## src/rtl/nv_pkg.sv

```systemverilog
// Shared NV signal-path definitions: DAC controller states, default timing
// constants and the registered SPI pin bundle.
package nv_pkg;

    localparam int unsigned DAC_CLK_DIV  = 2;
    localparam int unsigned DAC_CS_SETUP = 2;
    localparam int unsigned DAC_LDAC_W   = 2;
    localparam int unsigned DAC_DATA_W   = 16;

    typedef enum logic [1:0] {
        ST_IDLE  = 2'd0,
        ST_SETUP = 2'd1,
        ST_SHIFT = 2'd2,
        ST_LDAC  = 2'd3
    } dac_state_e;

    // One flop per DAC-side output, updated together every cycle.
    typedef struct packed {
        logic sclk;
        logic cs_n;
        logic din;
        logic ldac_n;
        logic busy;
        logic done;
    } dac_pins_t;

    localparam dac_pins_t DAC_PINS_IDLE = '{
        sclk:   1'b0,
        cs_n:   1'b1,
        din:    1'b0,
        ldac_n: 1'b1,
        busy:   1'b0,
        done:   1'b0
    };

endpackage

```

## src/rtl/dac_spi_tx_if.sv

```systemverilog
// Start/done request handshake plus the 3-wire SPI and LDAC pins of the DAC.
interface dac_spi_tx_if #(
    parameter int unsigned DATA_W = 16
);
    logic              dac_start;
    logic [DATA_W-1:0] dac_data;
    logic              dac_busy;
    logic              dac_done;
    logic              dac_sclk;
    logic              dac_cs_n;
    logic              dac_din;
    logic              dac_ldac_n;

    modport master (
        output dac_start, dac_data,
        input  dac_busy, dac_done, dac_sclk, dac_cs_n, dac_din, dac_ldac_n
    );

    modport slave (
        input  dac_start, dac_data,
        output dac_busy, dac_done, dac_sclk, dac_cs_n, dac_din, dac_ldac_n
    );
endinterface

```

## src/rtl/dac_sclk_gen.sv

```systemverilog
// SCLK half-period counter: phase starts low when enabled, toggles every
// CLK_DIV cycles, and bit_end_c marks the last cycle of each high phase.
module dac_sclk_gen #(
    parameter int unsigned CLK_DIV = 2
) (
    input  logic clk,
    input  logic reset,
    input  logic en,
    output logic phase_q,
    output logic bit_end_c
);
    localparam int unsigned HW = (CLK_DIV > 1) ? $clog2(CLK_DIV) : 1;
    localparam logic [HW-1:0] HLAST = HW'(CLK_DIV - 1);

    logic [HW-1:0] hcnt_q, hcnt_d;
    logic          phase_d;

    // Counter and phase clear whenever disabled so every frame starts low.
    always_comb begin
        hcnt_d  = '0;
        phase_d = 1'b0;
        if (en) begin
            if (hcnt_q == HLAST) begin
                hcnt_d  = '0;
                phase_d = ~phase_q;
            end else begin
                hcnt_d  = hcnt_q + HW'(1);
                phase_d = phase_q;
            end
        end
    end

    assign bit_end_c = en && phase_q && (hcnt_q == HLAST);

    always_ff @(posedge clk or negedge reset) begin
        if (!reset) begin
            hcnt_q  <= '0;
            phase_q <= 1'b0;
        end else begin
            hcnt_q  <= hcnt_d;
            phase_q <= phase_d;
        end
    end
endmodule

```

## src/rtl/dac_spi_tx.sv

```systemverilog
// Serial DAC write controller: latches a code on start, shifts it MSB-first
// over SCLK/CS_n/DIN, then pulses LDAC_n and reports done.
module dac_spi_tx
    import nv_pkg::*;
#(
    parameter int unsigned CLK_DIV  = DAC_CLK_DIV,
    parameter int unsigned CS_SETUP = DAC_CS_SETUP,
    parameter int unsigned LDAC_W   = DAC_LDAC_W,
    parameter int unsigned DATA_W   = DAC_DATA_W
) (
    input  logic         clk,
    input  logic         reset,
    dac_spi_tx_if.slave  bus
);
    localparam int unsigned CW = $clog2(CS_SETUP + LDAC_W + 2);
    localparam int unsigned BW = (DATA_W > 1) ? $clog2(DATA_W) : 1;
    localparam logic [CW-1:0] SETUP_LAST = CW'(CS_SETUP - 1);
    localparam logic [CW-1:0] LDAC_LAST  = CW'(LDAC_W + 1);

    dac_state_e        state_q, state_d;
    logic [CW-1:0]     cnt_q, cnt_d;
    logic [BW-1:0]     bit_q, bit_d;
    logic [DATA_W-1:0] sr_q, sr_d;
    dac_pins_t         pins_q, pins_d;
    logic              phase_q;
    logic              bit_end_c;

    dac_sclk_gen #(
        .CLK_DIV (CLK_DIV)
    ) u_sclk_gen (
        .clk       (clk),
        .reset     (reset),
        .en        (state_q == ST_SHIFT),
        .phase_q   (phase_q),
        .bit_end_c (bit_end_c)
    );

    // Pins are a registered decode of the current state, so each pin pattern
    // appears one edge after the state that produces it. The LDAC state opens
    // with a cs_n-high gap cycle and closes with the done cycle.
    always_comb begin
        state_d = state_q;
        cnt_d   = cnt_q;
        bit_d   = bit_q;
        sr_d    = sr_q;
        pins_d  = DAC_PINS_IDLE;
        case (state_q)
            ST_IDLE: begin
                if (bus.dac_start) begin
                    sr_d    = bus.dac_data;
                    cnt_d   = '0;
                    bit_d   = BW'(DATA_W - 1);
                    state_d = ST_SETUP;
                end
            end
            ST_SETUP: begin
                pins_d.cs_n = 1'b0;
                pins_d.busy = 1'b1;
                pins_d.din  = sr_q[DATA_W-1];
                if (cnt_q == SETUP_LAST) begin
                    cnt_d   = '0;
                    state_d = ST_SHIFT;
                end else begin
                    cnt_d = cnt_q + CW'(1);
                end
            end
            ST_SHIFT: begin
                pins_d.cs_n = 1'b0;
                pins_d.busy = 1'b1;
                pins_d.din  = sr_q[DATA_W-1];
                pins_d.sclk = phase_q;
                // Shifting at the end of a high phase moves din at the next low phase.
                if (bit_end_c) begin
                    sr_d = {sr_q[DATA_W-2:0], 1'b0};
                    if (bit_q == '0) begin
                        cnt_d   = '0;
                        state_d = ST_LDAC;
                    end else begin
                        bit_d = bit_q - BW'(1);
                    end
                end
            end
            ST_LDAC: begin
                pins_d.busy = 1'b1;
                if (cnt_q == LDAC_LAST) begin
                    pins_d.busy = 1'b0;
                    pins_d.done = 1'b1;
                    state_d     = ST_IDLE;
                end else begin
                    cnt_d = cnt_q + CW'(1);
                    if (cnt_q != '0) begin
                        pins_d.ldac_n = 1'b0;
                    end
                end
            end
            default: begin
                state_d = ST_IDLE;
            end
        endcase
    end

    always_ff @(posedge clk or negedge reset) begin
        if (!reset) begin
            state_q <= ST_IDLE;
            cnt_q   <= '0;
            bit_q   <= '0;
            sr_q    <= '0;
            pins_q  <= DAC_PINS_IDLE;
        end else begin
            state_q <= state_d;
            cnt_q   <= cnt_d;
            bit_q   <= bit_d;
            sr_q    <= sr_d;
            pins_q  <= pins_d;
        end
    end

    assign bus.dac_sclk   = pins_q.sclk;
    assign bus.dac_cs_n   = pins_q.cs_n;
    assign bus.dac_din    = pins_q.din;
    assign bus.dac_ldac_n = pins_q.ldac_n;
    assign bus.dac_busy   = pins_q.busy;
    assign bus.dac_done   = pins_q.done;
endmodule

```

## src/flat_wrapper.sv

```systemverilog
// flat-port wrapper written by rule: the top's interface ports become plain ports
module dac_spi_tx_flat import nv_pkg::*;
#(
    parameter int unsigned CLK_DIV  = DAC_CLK_DIV,
    parameter int unsigned CS_SETUP = DAC_CS_SETUP,
    parameter int unsigned LDAC_W   = DAC_LDAC_W,
    parameter int unsigned DATA_W   = DAC_DATA_W
)
  (clk, reset, bus_dac_start, bus_dac_data, bus_dac_busy, bus_dac_done, bus_dac_sclk, bus_dac_cs_n, bus_dac_din, bus_dac_ldac_n);
  dac_spi_tx_if #(.DATA_W(DATA_W)) bus_i ();
  input  logic clk;
  input  logic reset;
  input wire logic [$bits(bus_i.dac_start)-1:0] bus_dac_start;
  input wire logic [$bits(bus_i.dac_data)-1:0] bus_dac_data;
  output wire logic [$bits(bus_i.dac_busy)-1:0] bus_dac_busy;
  output wire logic [$bits(bus_i.dac_done)-1:0] bus_dac_done;
  output wire logic [$bits(bus_i.dac_sclk)-1:0] bus_dac_sclk;
  output wire logic [$bits(bus_i.dac_cs_n)-1:0] bus_dac_cs_n;
  output wire logic [$bits(bus_i.dac_din)-1:0] bus_dac_din;
  output wire logic [$bits(bus_i.dac_ldac_n)-1:0] bus_dac_ldac_n;
  assign bus_i.dac_start = bus_dac_start;
  assign bus_i.dac_data = bus_dac_data;
  assign bus_dac_busy = bus_i.dac_busy;
  assign bus_dac_done = bus_i.dac_done;
  assign bus_dac_sclk = bus_i.dac_sclk;
  assign bus_dac_cs_n = bus_i.dac_cs_n;
  assign bus_dac_din = bus_i.dac_din;
  assign bus_dac_ldac_n = bus_i.dac_ldac_n;
  dac_spi_tx #(.CLK_DIV(CLK_DIV), .CS_SETUP(CS_SETUP), .LDAC_W(LDAC_W), .DATA_W(DATA_W)) u_core (.clk(clk), .reset(reset), .bus(bus_i));
endmodule
```

## config.mk

```make
export PLATFORM = sky130hd
export DESIGN_NAME = dac_spi_tx_flat
export DESIGN_NICKNAME = d
export VERILOG_FILES = /design/src/rtl/nv_pkg.sv /design/src/rtl/dac_spi_tx_if.sv /design/src/rtl/dac_sclk_gen.sv /design/src/rtl/dac_spi_tx.sv /design/src/flat_wrapper.sv
export SDC_FILE = /design/constraint.sdc
export NUM_CORES = 1
export LEC_CHECK = 0
export ABC_CLOCK_PERIOD_IN_PS = 1810
export CAP_MARGIN = 20
export CORE_ASPECT_RATIO = 1.1
export CORE_MARGIN = 1.5
export CORE_UTILIZATION = 30
export CTS_BUF_LIST = sky130_fd_sc_hd__clkbuf_8
export DETAILED_ROUTE_END_ITERATION = 10
export PLACE_DENSITY = 0.6
export SLEW_MARGIN = 10
export SYNTH_ARGS = -nofsm -noshare
export SYNTH_HDL_FRONTEND = slang
export SYNTH_SLANG_ARGS = --single-unit
```

## constraint.sdc

```tcl
create_clock -name clk -period 1.81 [get_ports clk]
set_input_delay 0.362 -clock clk [delete_from_list [all_inputs] [get_ports clk]]
set_output_delay 0.362 -clock clk [all_outputs]
set_load 0.03 [all_outputs]
```

# Yosys cells after proc, flatten, opt, wreduce, memory -nomap -nowiden
# Index checks and enable logic that the tools add are counted.
# W data, S select, Z words.
# classes
add_sub_neg	3
reduce_logical	11
mux	31
bitwise	1
n_eq_ne	13
# ops
op	n
$mux W16	2
$pmux W16 S2	1
$mux W3	5
$mux W2	7
$mux W4	3
$pmux W3 S4	1
$ne A2 B1 Y1 const B	5
$mux W1	9
$pmux W2 S4	1
$pmux W4 S2	1
$reduce_and A4 Y1	2
$ne A2 B2 Y1 const B	3
$reduce_and A5 Y1	1
$eq A2 B2 Y1 const B	2
$logic_not A4 Y1	1
$sub A4 B1 Y4 const B	1
$add A3 B1 Y3 const B	1
$eq A3 B1 Y1 const B	1
$eq A3 B2 Y1 const B	1
$reduce_and A3 Y1	1
$reduce_bool A3 Y1	1
$eq A2 B1 Y1 const B	1
$logic_and A1 B1 Y1	2
$logic_not A2 Y1	1
5 further kinds	5
# word_totals
out_inout_bits	6
ff_bits	33
elab_cells	71

# Depth between registers and ports, before layout
# Gate-level depths: netlist of run 1.
# logic_depth
depth_word	5
depth_mapped	9

# Hierarchy
# Synthesis of run 1 repeated with hierarchy kept, for this count alone.
# hier_totals
cells_unflattened	164
area_unflattened_um2	1741.7
# by_module_without_submodules
mod	n_inst	cells_each	seq_area_each_um2	area_each_um2
dac_spi_tx	1	158	778.2	1660.3
dac_sclk_gen	1	6	50.0	81.3

# Least setup slack after synthesis of run 1
# OpenSTA, ideal clock, no wires.
# synth_timing
path_kind	reg-to-reg
start	register u_core.bit_q[0]
end	register u_core.cnt_q[0]
path_stages_with_launch	8
slack_ns	-0.035
n_path_buf	1
arrival_time_ns	1.720
period_less_slack_ns	1.845
cell_sequence	dfrtp_1 -> inv_1 -> ha_1 -> or3b_1 -> buf_6 -> nand2_4 -> nor3b_4 -> mux2_2
# synth_between
elab_chain_cells	3
# synth_lines
item	line_no	text
start, declared	dac_spi_tx.sv:22	logic [BW-1:0] bit_q, bit_d;
start signal, assigned	dac_spi_tx.sv:112	bit_q <= bit_d;
$logic_not A4 Y1	dac_spi_tx.sv:75	if (bit_q == '0) begin
$ne A2 B1 Y1 (no source line)	--	
$reduce_and A4 Y1 (no source line)	--	
end signal, assigned	dac_spi_tx.sv:111	cnt_q <= cnt_d;
end, declared	dac_spi_tx.sv:21	logic [CW-1:0] cnt_q, cnt_d;
# Every way passes these cells.
# A chain may end at the register's enable or synchronous reset.

# Worst setup path after layout of run 1
# layout_timing
start	register u_core.bit_q[1]
end	register u_core.cnt_q[2]
# The elaborated chain is that of the path after synthesis.

==> flow_metrics.tcl, run 1 <==
set metrics [dict create \
    async_flop_share_pct 100 \
    chipWidth_um 73.3 \
    hpwl_mm 2.21 \
    antenna_found_initial 0 \
    vias_per_cell 4.37 \
    overflow 0 \
    wl_per_cell_um 11.7 \
    ys_top_cells_by_area "dfrtp_1 48%, mux2i_1 10%, ha_1 6.9%, a21oi_1 6.1%, nor2_1 5.3%" \
    clock_latency_ns 0.28 \
    cap_violations 0 \
    maxSlewViolCount 0 \
    die_h_um 80.3 \
    dpl-instance-area_um2 2040 \
    fp.coreArea_um2 5130 \
    holdWs_ns 0.474 \
    period_share_pct 96.1 \
    whs_endpoint "u_core.u_sclk_gen.hcnt_q" \
    cts_root_buf "clkbuf_8" \
    drtPass1Iterations 4 \
    synth_area_per_cell_um2 10.5 \
    diodes 0 \
    relSlewSlack_pct 71.3 \
    critPathArrivalTime_ns 1.91 \
    ios 25 \
    synth_edf_count 0 \
    grt_pass1_wl_mm 5.46 \
    ys_ff_latch 33 \
    track_usage_pct 12.2 \
    r2r-end "u_core.cnt_q[2]" \
    met1_usage_pct 14.3 \
    setup_violations 0 \
    rrSetupSlack_ns 0.07 \
    final_antenna_net_count 0 \
    finalHoldViolCount 0 \
    hold_start "u_core.u_sclk_gen.hcnt_q" \
    areaGrowthSynthToFinish_pct 33.5 \
    synth_ff_type "dfrtp_1" \
    synth_area_leader_cell "dfrtp_1" \
    clk_pin_slew_ns 0.06 \
    worstRegToRegCells 6 \
    fin_tns_setup_ns 0 \
    end_kind "flop" \
    met3_usage_pct 3.01 \
    cts_tree "done" \
    synth.distinct_cells 32 \
    power_density_nw_per_um2 1740 \
    initialDrtViolationCount 45 \
    critPathKind "flop to flop" \
    drc 0 \
    worstPathRequired_ns 1.98 \
    cts.path.max_buffers 2 \
    peakVddDrop_mv 0.765 \
    grt_max_degree 34 \
    top_usage_layer "met2" \
    synth_nets 184 \
    p_leak_nw 0.974 \
    synthesis.area_um2 1630 \
    worst_slew_pin_slew_ns 0.431 \
    synthDominantCellAreaShare_pct 47.6 \
    total_power_mw 3.79 \
    drive_gt1_share_pct 19.3 \
    grt_use_met2_pct 20.5 \
    vias 1175 \
    layout_setup_ws_ns 0.0709 \
    numCtsBuffers 5 \
    grt_pass1_vias 1236 \
    fp-row-count 27 \
    die-area_um2 5890 \
    hold_path.class "flop to flop" \
    cts_max_level 2 \
    clock.fmax_mhz 575 \
    yosys_warnings 0 \
    synth_cells 156 \
    synth-seq-area-share_pct 50.8 \
    crit_fanout 3 \
    portBuffers 24 \
    period_needed_ns 1.74 \
    wl_mm 3.14 \
    nets 224 \
    start_kind "flop" \
    final_area_um2 2180 \
    pre_cts_ws_ns -0.0425 \
    crit-reg2reg-launch "u_core.bit_q[1]" \
    start_util_pct 31.7 \
    outcome "complete, no violations" \
    clkSinkCount 33 \
    routabilityCongestion 0.753 \
    hold_depth 1 \
    clock_skew_ns 0.00274 \
]
-- state kept, by name, indices dropped and copies added, names as in the netlist --
signal / flops
u_core.bit_q: 4
u_core.bus.dac_busy: 1
u_core.bus.dac_cs_n: 1
u_core.bus.dac_din: 1
u_core.bus.dac_done: 1
u_core.bus.dac_ldac_n: 1
u_core.bus.dac_sclk: 1
u_core.cnt_q: 3
u_core.sr_q: 16
u_core.state_q: 2
u_core.u_sclk_gen.hcnt_q: 1
u_core.u_sclk_gen.phase_q: 1
-- routing by layer --
| metal | wire [µm] | up-vias |
|---|---|---|
| met4 | 65 | 0 |
| li1 | - | 596 |
| met3 | 105 | 7 |
| met2 | 1540 | 22 |
| met5 | 0 | - |
| met1 | 1430 | 550 |
-- area by class of cell --
cell class	instances	area [µm²]
Multi-Input combinational cell	105	763
Inverter	10	37.5
Sequential cell	33	828
Fill cell	518	2960
Clock buffer	5	68.8
Tap cell	72	90.1
Timing Repair Buffer	41	378
Clock inverter	3	11.3
-- cells in the mapped netlist, types with 2 or more instances --
cell type   n
mux2i_1    17
inv_1      10
dfstp_2     2
dfrtp_1    31
mux2_2      2
o21ai_0     3
and2_1      4
buf_2       4
nand3b_1    2
nor2_1     23
nand2_1     7
nand2b_1    2
ha_1        9
nor2b_1     3
a21oi_1    20
-- power by group --
group	leakage [nW]	switching [mW]	internal, mW	total (mW)
Sequential	0.380	0.164	1.07	1.24
Combinational	0.543	1.05	1.00	2.05
Clock	0.0519	0.250	0.256	0.505
Total	0.974	1.46	2.33	3.79
-- critical path, cell delays in order (launching register included) --
cell and delay, ns:
dfrtp_1 0.39, inv_2 0.07, ha_4 0.13, or3b_4 0.39, nand2_4 0.08, nor3b_4 0.25
mux2_4 0.32
-- cell families (layout without fill, tap and decap cells) --
group	count (synthesis)	in the layout	synth area share, %
buffers and inverters	18	59	5.14
AO/OA/AOI/OAI	30	30	10.5
multiplexers	19	19	11.8
adder cells (fa/ha/maj)	9	9	6.91
XOR/XNOR	1	1	0.537
flip-flops	33	33	50.8
AND/OR/NAND/NOR	46	46	14.3
-- worst max-delay path by stage --
| stage | start | end | slack (ns) | cells after the start |
|---|---|---|---|---|
| finish | u_core.bit_q[1] | u_core.cnt_q[2] | 0.07 | 6 |
| global route | u_core.state_q[0] | u_core.sr_q[0] | -0.01 | 9 |
| CTS | u_core.bit_q[0] | u_core.cnt_q[2] | 0.0002 | 6 |
| detailed placement | u_core.state_q[0] | u_core.sr_q[0] | -0.04 | 7 |
| global placement | bus_dac_start | u_core.cnt_q[2] | -0.01 | 5 |
| floorplan | u_core.bit_q[0] | u_core.cnt_q[0] | -0.03 | 7 |
-- cell usage in the layout (no fill, tap or decap), types with 3 or more instances in the layout --
| cell | synthesis | final |
|---|---|---|
| nor2_1 | 23 | 23 |
| o21ai_0 | 3 | 3 |
| a21oi_1 | 20 | 20 |
| clkbuf_8 | 0 | 5 |
| and2_1 | 4 | 4 |
| ha_1 | 9 | 7 |
| dfrtp_1 | 31 | 31 |
| buf_4 | 1 | 16 |
| clkdlybuf4s50_1 | 0 | 22 |
| nand2_1 | 7 | 7 |
| inv_2 | 0 | 3 |
| mux2i_1 | 17 | 17 |
| inv_1 | 10 | 10 |
-- per-stage QoR --
step | instances | utilization (%)
after floorplan | 156 | -
after global placement | 257 | 39.8
after detailed placement | 257 | 39.8
after CTS | 265 | 41.4
after global routing | 269 | 42.4
final | 269 | 42.4
-- what timing repair did --
item | CTS | global route
buffers inserted | 0 | 4
pin swaps | 0 | 3
endpoints found under the setup margin | 21 | 22
resized for setup | 3 | 8
hold buffers | 0 | 0
No activity file was read; power rests on OpenSTA's default activity.
==> inputs of run 2 (changes only) <==
--- a/config.mk
+++ b/config.mk
@@ -5,14 +5,14 @@
 export SDC_FILE = /design/constraint.sdc
 export NUM_CORES = 1
 export LEC_CHECK = 0
-export ABC_CLOCK_PERIOD_IN_PS = 1810
+export ABC_CLOCK_PERIOD_IN_PS = 1840
 export CAP_MARGIN = 20
 export CORE_ASPECT_RATIO = 1.1
 export CORE_MARGIN = 1.5
 export CORE_UTILIZATION = 30
 export CTS_BUF_LIST = sky130_fd_sc_hd__clkbuf_8
 export DETAILED_ROUTE_END_ITERATION = 10
-export PLACE_DENSITY = 0.6
+export PLACE_DENSITY = 0.59
 export SLEW_MARGIN = 10
 export SYNTH_ARGS = -nofsm -noshare
 export SYNTH_HDL_FRONTEND = slang
==> constraint.sdc (replaced) <==
create_clock -name clk -period 1.84 [get_ports clk]
set_input_delay 0.368 -clock clk [delete_from_list [all_inputs] [get_ports clk]]
set_output_delay 0.368 -clock clk [all_outputs]
set_load 0.02 [all_outputs]
==> run 2 against run 1 <==
Power fell by 4.3%. Cell area fell by 0.98%. Maximum frequency fell by 2.2%. Clock power barely moved. Largest cell class unchanged. Highest routed layer unchanged.
==> flow_metrics.tcl, run 2 (synthesis gave the netlist of run 1 again) <==
set metrics [dict create \
    clkSinkCount 33 \
    antenna_found_initial 0 \
    vias_per_cell 4.34 \
    start_util_pct 31.7 \
    grt_max_degree 26 \
    period_needed_ns 1.78 \
    wl_mm 2.92 \
    maxSlewViolCount 0 \
    peakVddDrop_mv 0.587 \
    grt_use_met2_pct 17.7 \
    crit_fanout 3 \
    final_cell_mix "31 x dfrtp_1, 24 x clkdlybuf4s50_1, 23 x nor2_1, 20 x a21oi_1, 17 x mux2i_1" \
    top_usage_layer "met2" \
    p_switching_mw 1.37 \
    hold_path.class "input port to asynchronous set/reset pin" \
    fp.coreArea_um2 5130 \
    path_cells "inv_1 > ha_2 > or3b_4 > nand2_4 > nor3b_4 > mux2_2" \
    diodes 0 \
    p_comb_share_pct 52.6 \
    power_density_nw_per_um2 1680 \
    final_area_um2 2160 \
    fp-row-count 27 \
    final_antenna_net_count 0 \
    critPathKind "flop to flop" \
    clock_skew_ns 0.00383 \
    setup_violations 0 \
    hold_buffers 0 \
    largest_reg_flops 16 \
    grt_pass1_wl_mm 5.30 \
    numCtsBuffers 5 \
    met1_usage_pct 15.9 \
    areaGrowthSynthToFinish_pct 32.2 \
    worst_slew_pin_slew_ns 0.469 \
    end_kind "flop" \
    fin_tns_setup_ns 0 \
    cap_violations 0 \
    top_regs "u_core.sr_q (16), u_core.bit_q (4), u_core.cnt_q (3)" \
    cts_root_buf "clkbuf_8" \
    outcome "complete, no violations" \
    layout_setup_ws_ns 0.0624 \
    clkPwrFrac_pct 13.8 \
    drc 0 \
    power_frac_seq_pct 33.6 \
    hpwl_mm 2.10 \
    pre_cts_ws_ns -0.0110 \
    crit_path_top_delay_cell "or3b_4" \
    chipWidth_um 73.3 \
    period_share_pct 96.6 \
    finalHoldViolCount 0 \
    dpl-instance-area_um2 2020 \
    clock.fmax_mhz 563 \
    portBuffers 24 \
    relSlewSlack_pct 68.6 \
    drive_gt1_share_pct 16.9 \
    vias 1159 \
    internal-power_mw 2.25 \
    worstPathRequired_ns 2.01 \
    final_common_cell "dfrtp_1" \
    cts_tree "done" \
    cts.path.max_buffers 2 \
    overflow 0 \
    regMostFlops "u_core.sr_q" \
    nets 222 \
    critPathArrivalTime_ns 1.95 \
    clk_pin_slew_ns 0.06 \
    cpPeakStageDelay_ns 0.40 \
    track_usage_pct 12.1 \
    drtPass1Iterations 4 \
    power.share.switching_pct 37.9 \
    ios 25 \
    wl_per_cell_um 10.9 \
    fill_cells 545 \
    grt_pass1_vias 1118 \
    initialDrtViolationCount 44 \
    met3_usage_pct 3.76 \
    routabilityCongestion 0.755 \
    clock_latency_ns 0.28 \
    die_h_um 80.3 \
    p_leak_nw 0.963 \
    rsz0062_at_grt "true" \
    start_kind "flop" \
    die-area_um2 5890 \
    cts_max_level 2 \
]
## run 2: stage by stage
stage               total power [mW]  utilization [%]  cells  hold slack [ns]
finish                          3.63             42.0    267            0.411
global route                    3.99             42.0    267            0.439
floorplan                       2.47                -    156           0.0724
detailed placement              3.02             39.4    255            0.470
CTS                             3.56             41.0    263            0.418
global placement                3.00             39.4    255            0.458
## run 2: worst paths after layout
kind / startpoint / to / slack, ns / cells after the start
worst min register to register: u_core.cnt_q[2] / u_core.bus.dac_ldac_n / 0.48 / 1
worst max register to register: u_core.bit_q[0] / u_core.cnt_q[0] / 0.06 / 6
worst max-delay path: u_core.bit_q[0] / u_core.cnt_q[0] / 0.06 / 6
worst min-delay path: reset / u_core.bus.dac_done / 0.41 / 1
min in group clk: u_core.cnt_q[2] / u_core.bus.dac_ldac_n / 0.48 / 1
max in group asynchronous: reset / u_core.sr_q[6] / 0.95 / 2
## run 2: critical path: cells and delay by family (launching register included)
kind          cells  cell delay [ns]
mux               1             0.35
simple gates      3             0.70
buf+inv           1             0.06
flops             1             0.38
fa+ha+maj         1             0.18
## run 2: area by class of cell
| class | count | area, µm² | share of cell area [%] |
|---|---|---|---|
| inverters | 10 | 37.5 | 1.74 |
| repair buffers | 39 | 369 | 17.1 |
| multi-input cells | 105 | 751 | 34.8 |
| well taps | 72 | 90.1 | 4.18 |
| clock inverters | 3 | 11.3 | 0.522 |
| flip-flops and latches | 33 | 828 | 38.4 |
| clock buffers | 5 | 68.8 | 3.19 |
## run 2: repair_timing
action | 4_1_cts | 5_1_grt
resized for setup | 1 | 5
endpoints found under the setup margin | 15 | 20
pin swaps | 0 | 1
setup buffers | 0 | 4
endpoints found under the hold margin | 0 | 0
## run 2: power groups by stage
stage	logic [mW]	clock network (mW)	registers (mW)
2_1_floorplan	1.21	0	1.26
4_1_cts	1.80	0.529	1.23
3_3_place_gp	1.77	0	1.23
5_1_grt	2.16	0.560	1.26
6_report	1.91	0.502	1.22
3_5_place_dp	1.78	0	1.24
## run 2: per-layer routing
layer  vias up  share of wire [%]
li1        601                  -
met1       527                 48
met2        23                 46
met3         8                3.7
met4         0                2.2
met5         -                  0
